`config.mk`:
```
export PLATFORM = sky130hd
export DESIGN_NAME = mole_scheduler
export DESIGN_NICKNAME = d
export VERILOG_FILES = /design/src/rtl/mole_scheduler.sv
export SDC_FILE = /design/constraint.sdc
export NUM_CORES = 1
export LEC_CHECK = 0
export ABC_AREA = 1
export BUFFER_PORTS_ARGS = -buffer_cell sky130_fd_sc_hd__buf_2
export CAP_MARGIN = 20
export CORE_UTILIZATION = 40
export DETAILED_ROUTE_END_ITERATION = 8
export PLACE_DENSITY = 0.6
export SETUP_SLACK_MARGIN = 0.2
export SYNTH_ARGS = -nofsm -noshare
export SYNTH_HDL_FRONTEND = slang
export SYNTH_SLANG_ARGS = --single-unit
```
`constraint.sdc`:
```
create_clock -name cin -period 4.3 [get_ports cin]
set_input_delay 0.43 -clock cin [delete_from_list [all_inputs] [get_ports cin]]
set_output_delay 0.43 -clock cin [all_outputs]
set_load 0.01 [all_outputs]
```
`src/rtl/mole_scheduler.sv`:
```
// mole_scheduler
//   Round controller for the whack-a-mole game. Lights one of nine moles per
//   round at a position drawn from a free-running 8-bit LFSR, times the
//   up-window, scores debounced button presses against the lit mole and emits
//   one-cycle hit/miss pulses for the score/HEX datapath.
//
//   Optional feature macro: MOLE_SPEEDUP_EN
//     defined   - every hit shortens the up-window by STEP_TICKS, with a
//                 floor of MIN_UP_TICKS; the window reloads to UP_TICKS on start
//     undefined - the up-window is fixed at UP_TICKS
//
// Ports
//   cin    in   1  clock
//   rst    in   1  asynchronous active-high reset
//   start  in   1  one-cycle request to begin a game (ignored while busy)
//   btn    in   9  debounced pushbuttons, active-high level
//   mole   out  9  one-hot lit mole, 0 when none
//   hit    out  1  one-cycle pulse on a correct press
//   miss   out  1  one-cycle pulse when the up-window expires
//   round  out  7  completed rounds, 0..ROUNDS
//   busy   out  1  high while a game is running (gap or up phase)
//   done   out  1  high after the final round until the next start
module mole_scheduler #(
    parameter int unsigned UP_TICKS     = 100000000,
    parameter int unsigned GAP_TICKS    = 25000000,
    parameter int unsigned ROUNDS       = 30,
    parameter int unsigned STEP_TICKS   = 5000000,
    parameter int unsigned MIN_UP_TICKS = 25000000
) (
    input  logic       cin,
    input  logic       rst,
    input  logic       start,
    input  logic [8:0] btn,
    output logic [8:0] mole,
    output logic       hit,
    output logic       miss,
    output logic [6:0] round,
    output logic       busy,
    output logic       done
);

`ifdef MOLE_SPEEDUP_EN
    localparam bit LP_SPEEDUP = 1'b1;
`else
    localparam bit LP_SPEEDUP = 1'b0;
`endif

    typedef enum logic [1:0] {S_IDLE, S_GAP, S_UP, S_DONE} state_t;

    state_t      r_state, w_state_n;
    logic [31:0] r_cnt, w_cnt_n;
    logic [31:0] r_up_len, w_up_len_n;
    logic [7:0]  r_lfsr;
    logic [8:0]  r_btn_q;
    logic [3:0]  r_prev_pos, w_prev_pos_n;
    logic [8:0]  r_mole, w_mole_n;
    logic        r_hit, w_hit_n;
    logic        r_miss, w_miss_n;
    logic [6:0]  r_round, w_round_n;

    logic [8:0]  w_rise;
    logic [3:0]  w_pos_raw;
    logic [3:0]  w_pos;
    logic [32:0] w_floor_sum;
    logic [31:0] w_up_len_dec;
    logic        w_end;

    assign w_rise    = btn & ~r_btn_q;
    assign w_pos_raw = 4'(r_lfsr % 8'd9);
    // Never repeat the previous position: bump to the next slot, wrapping 8 -> 0.
    assign w_pos     = (w_pos_raw != r_prev_pos) ? w_pos_raw :
                       ((w_pos_raw == 4'd8) ? 4'd0 : w_pos_raw + 4'd1);

    // Shortened window, clamped at the floor; compared at 33 bits so neither
    // the subtraction nor MIN+STEP can wrap.
    assign w_floor_sum  = 33'(MIN_UP_TICKS) + 33'(STEP_TICKS);
    assign w_up_len_dec = ({1'b0, r_up_len} >= w_floor_sum) ? (r_up_len - STEP_TICKS)
                                                           : MIN_UP_TICKS;

    always_ff @(posedge cin or posedge rst) begin
        if (rst) begin
            r_state    <= S_IDLE;
            r_cnt      <= '0;
            r_up_len   <= UP_TICKS;
            r_lfsr     <= 8'h01;
            r_btn_q    <= '0;
            r_prev_pos <= '0;
            r_mole     <= '0;
            r_hit      <= 1'b0;
            r_miss     <= 1'b0;
            r_round    <= '0;
        end else begin
            r_state    <= w_state_n;
            r_cnt      <= w_cnt_n;
            r_up_len   <= w_up_len_n;
            r_lfsr     <= {r_lfsr[6:0], r_lfsr[7] ^ r_lfsr[5] ^ r_lfsr[4] ^ r_lfsr[3]};
            r_btn_q    <= btn;
            r_prev_pos <= w_prev_pos_n;
            r_mole     <= w_mole_n;
            r_hit      <= w_hit_n;
            r_miss     <= w_miss_n;
            r_round    <= w_round_n;
        end
    end

    always_comb begin
        w_state_n    = r_state;
        w_cnt_n      = r_cnt;
        w_up_len_n   = r_up_len;
        w_prev_pos_n = r_prev_pos;
        w_mole_n     = r_mole;
        w_hit_n      = 1'b0;
        w_miss_n     = 1'b0;
        w_round_n    = r_round;
        w_end        = 1'b0;

        case (r_state)
            S_IDLE, S_DONE: begin
                if (start) begin
                    w_state_n  = S_GAP;
                    w_cnt_n    = GAP_TICKS - 1;
                    w_round_n  = '0;
                    w_up_len_n = UP_TICKS;
                    w_mole_n   = '0;
                end
            end
            S_GAP: begin
                if (r_cnt == '0) begin
                    w_state_n    = S_UP;
                    w_cnt_n      = r_up_len - 1;
                    w_mole_n     = 9'd1 << w_pos;
                    w_prev_pos_n = w_pos;
                end else begin
                    w_cnt_n = r_cnt - 1;
                end
            end
            S_UP: begin
                // The lit mole is one-hot, so masking the rise vector with it
                // selects the edge on the lit position; a hit beats expiry.
                if (|(w_rise & r_mole)) begin
                    w_hit_n = 1'b1;
                    w_end   = 1'b1;
                    if (LP_SPEEDUP) begin
                        w_up_len_n = w_up_len_dec;
                    end
                end else if (r_cnt == '0) begin
                    w_miss_n = 1'b1;
                    w_end    = 1'b1;
                end else begin
                    w_cnt_n = r_cnt - 1;
                end

                if (w_end) begin
                    w_mole_n  = '0;
                    w_round_n = r_round + 7'd1;
                    if (w_round_n == 7'(ROUNDS)) begin
                        w_state_n = S_DONE;
                    end else begin
                        w_state_n = S_GAP;
                        w_cnt_n   = GAP_TICKS - 1;
                    end
                end
            end
            default: begin
                w_state_n = S_IDLE;
            end
        endcase
    end

    assign mole  = r_mole;
    assign hit   = r_hit;
    assign miss  = r_miss;
    assign round = r_round;
    assign busy  = (r_state == S_GAP) || (r_state == S_UP);
    assign done  = (r_state == S_DONE);

endmodule
```
==> run summary <==
The dominant register cell in the synthesized netlist is sky130_fd_sc_hd__dfrtp_1. The cell with the largest stage delay on the worst path is sky130_fd_sc_hd__dfrtp_1. The via count of the first global-routing pass came out at 5003. For this block, the initial DRC count from the detailed router was 489.

The final worst clock skew came out at 0.0103 ns. The number of pins with negative max-slew slack in the final report came out at 0. The number of DRC violations after detailed routing is 0.

The analysis attributes to cell leakage a power of 3.29 nW. The most numerous cell type found on the critical path is sky130_fd_sc_hd__nand2_4. The routability congestion estimate came out at 0.896.

The worst-case hold slack is 0.212 ns. After synthesis, the cell types taking the most area are sky130_fd_sc_hd__dfrtp_1 34%, sky130_fd_sc_hd__nand2_1 11%, sky130_fd_sc_hd__inv_1 7.9%. The core outline area came out at 12800 um^2. The number of nets in the layout came out at 841. The run finished with clean final reports. In the finished design, the share of the clock period the worst path needs comes to 93.2%. The worst slew margin relative to its limit is 46.6%. The number of clock sinks came out at 73.

The most repeated cell in the gate-level netlist after synthesis is sky130_fd_sc_hd__nand2_1. The relative area change from synthesis to final layout came out at 23.0%. TritonCTS built the clock tree. Setup violations remaining at the end of the flow were counted as 0. Counting distinct cell types in the post-synthesis netlist gives 45. The wire length of the first global-routing pass came out at 24200 um. In this run the remaining antenna-violating nets after routing total 0. In this run the power density over the cells is 421 nW/um^2. The worst setup path is captured at a register. The H-tree was split into 3 levels.

The worst setup path is launched from a register. The overall power is 2.77 mW. The first-pass iteration count of the detailed router is 5.

The largest incremental delay on the critical path is 0.43 ns. The average cell area after synthesis is 7.02 um^2. The total grt overflow came out at 0.

The chip height came out at 118 um. In the synthesized netlist, the cells that appear most often are 152 x sky130_fd_sc_hd__nand2_1, 112 x sky130_fd_sc_hd__inv_1, 72 x sky130_fd_sc_hd__dfrtp_1, 72 x sky130_fd_sc_hd__nand3_1, 65 x sky130_fd_sc_hd__nor2_1. STA puts the critical path data arrival time at 4.27 ns. Setup repair after global routing could not meet its margin everywhere. The cell sitting at the root of the clock tree is a sky130_fd_sc_hd__clkbuf_16. The port buffer count came out at 31. The critical path is of the reg2reg type.

Static timing analysis puts the maximum clock frequency at 0.250 GHz. In this run the worst hold path is classified as in2reg. In this run the register-to-register setup slack is 0.29 ns. The number of antenna violations at the first check in global routing came to 0.

The number of synthesis warnings came out at 0. The worst-case clock buffer depth came out at 2. After detailed routing, the number of vias per cell comes to 5.40.

At the pin with the least slew margin, the transition time is 0.801 ns. The total track usage came out at 21.4%. For the worst setup path, the data required time is 4.57 ns. The effective utilization at floorplan is 41.7%. The largest net degree at the start of global routing is 39. The post-synthesis net count is 786. After detailed routing, the average wire length per cell comes to 15.0 um. The clock-pin slew reported for the worst setup and hold paths after clock tree synthesis came out at 0.06 ns.

The register bit total from synthesis came out at 73. The async set-reset flop share out of synthesis came out at 100%. Across all layers, the routed design uses 5358 vias. The number of placed I/O pins is 32. The number of antenna repair diodes is 0. The share of the synthesized area in the top cell type is 33.7%. The number of filler instances in the final layout is 1246. The detailed placer's ending HPWL came out at 10500 um. The time the final worst path needs with I/O delays and setup came out at 4.01 ns. The number of buffers inserted during clock tree synthesis is 9. The maximum fanout count along the critical path is 8.

The largest total area in the synthesized netlist belongs to sky130_fd_sc_hd__dfrtp_1. The source-to-sink clock delay at the later pin of the worst-skew pair is 0.34 ns. In the final layout, the share of cells above drive strength 1 is 21.7%. The number of placement rows is 41.

The number of synthesized flops with an enable pin came out at 0. The total of max-cap violations is 0. Sequential cells were found to cover 34.2% of the synthesized design area. The die outline width is 118 um. The number of hold violations in the final report was 0. The total detailed-routing wirelength is 14900 um. The overall die area came out at 13800 um^2.

In the synthesized netlist, the number of instances is 761. The worst-case IR drop observed on VDD is 259 uV. The cell area after synthesis came out at 5340 um^2.
## path summary, 6_finish.rpt
path	startpoint	end	cells after the start
worst max-delay path	r_lfsr[5]	mole[0]	35
worst min-delay path	btn[5]	r_btn_q[5]	1
max in group asynchronous	rst	r_lfsr[0]	3
worst min register to register	r_lfsr[6]	r_lfsr[7]	0
min in group asynchronous	rst	r_prev_pos[1]	2
worst max register to register	r_lfsr[5]	mole[0]	35
## cells by family (layout without fill, tap and decap cells)
kind of cell    after synthesis  after routing  synth area share (%)
simple gates                369            369                  33.5
fa+ha+maj                    13             13                  3.04
xor+xnor                     22             22                  3.61
buf+inv                     136            196                  9.55
flops                        73             73                  34.2
compound gates              148            148                  16.1
## layer usage
| layer | vias to the layer above | share of wire, % | track usage (%) | wire [um] |
|---|---|---|---|---|
| met3 | 22 | 5.0 | 2.18 | 744 |
| met4 | 0 | 1.7 | 7.37 | 256 |
| met5 | - | 0 | 0 | 0 |
| met1 | 2521 | 45 | 28.3 | 6630 |
| met2 | 174 | 49 | 36.2 | 7260 |
| li1 | 2641 | - | - | - |
## repair_timing
item | in CTS | in global routing
hold buffers | 0 | 0
gates cloned | 0 | 0
endpoints found under the setup margin | 13 | 13
gates resized for setup | 16 | 76
setup buffers | 6 | 14
pin swaps | 6 | 37
## critical path, delay by kind of cell, from the launching register on
| kind | cells | cell delay [ns] |
|---|---|---|
| buf+inv | 3 | 0.22 |
| simple gates | 29 | 2.77 |
| fa+ha+maj | 2 | 0.34 |
| compound gates | 1 | 0.14 |
| flops | 1 | 0.43 |
## registers in the layout, indices dropped and copies added (netlist names)
| name | flops |
|---|---|
| r_btn_q | 9 |
| miss | 1 |
| mole | 9 |
| hit | 1 |
| round | 7 |
| r_state | 2 |
| r_prev_pos | 4 |
| r_lfsr | 8 |
| r_cnt | 32 |
## placed cells by master, fill, tap and decap left out, types with 9 or more instances in the layout
| cell | n |
|---|---|
| sky130_fd_sc_hd__ha_1 | 10 |
| sky130_fd_sc_hd__o21ai_0 | 45 |
| sky130_fd_sc_hd__nand3_4 | 9 |
| sky130_fd_sc_hd__buf_2 | 31 |
| sky130_fd_sc_hd__clkbuf_16 | 9 |
| sky130_fd_sc_hd__nand3_2 | 16 |
| sky130_fd_sc_hd__xor2_1 | 20 |
| sky130_fd_sc_hd__nand2_1 | 130 |
| sky130_fd_sc_hd__inv_1 | 106 |
| sky130_fd_sc_hd__dfrtp_1 | 71 |
| sky130_fd_sc_hd__nand2_4 | 21 |
| sky130_fd_sc_hd__nand2_2 | 23 |
| sky130_fd_sc_hd__a21oi_1 | 48 |
| sky130_fd_sc_hd__nor2_1 | 61 |
| sky130_fd_sc_hd__nand3_1 | 57 |
| sky130_fd_sc_hd__nor3_1 | 13 |
| sky130_fd_sc_hd__o22ai_1 | 14 |
| sky130_fd_sc_hd__nand4_1 | 15 |
| sky130_fd_sc_hd__buf_4 | 27 |
| sky130_fd_sc_hd__o21bai_1 | 9 |
## report_power, final
part	total, mW	internal [mW]	switching (mW)
combinational	1.03	0.317	0.711
sequential	0.920	0.797	0.123
clock	0.820	0.525	0.295
## cell type report
class	count	area, um^2	share of cell area, %
repair buffers	59	369	5.61
flip-flops and latches	73	1830	27.8
inverters	121	469	7.14
multi-input cells	552	3370	51.2
well taps	172	215	3.27
clock inverters	4	76.3	1.16
clock buffers	12	246	3.75
## per-stage QoR
step | area, um^2 | TNS, ns | setup WS [ns] | utilization, % | cells
4_1_cts | 6140 | 0 | 0.204 | 47.9 | 979
3_3_place_gp | 5720 | 0 | 0.202 | 44.6 | 957
6_report | 6580 | 0 | 0.293 | 51.3 | 993
3_5_place_dp | 5720 | -0.664 | -0.0972 | 44.6 | 957
5_1_grt | 6580 | 0 | 0.0127 | 51.3 | 993
2_1_floorplan | 5340 | 0 | 0.473 | - | 761
Power figures use the tool's default switching activity.
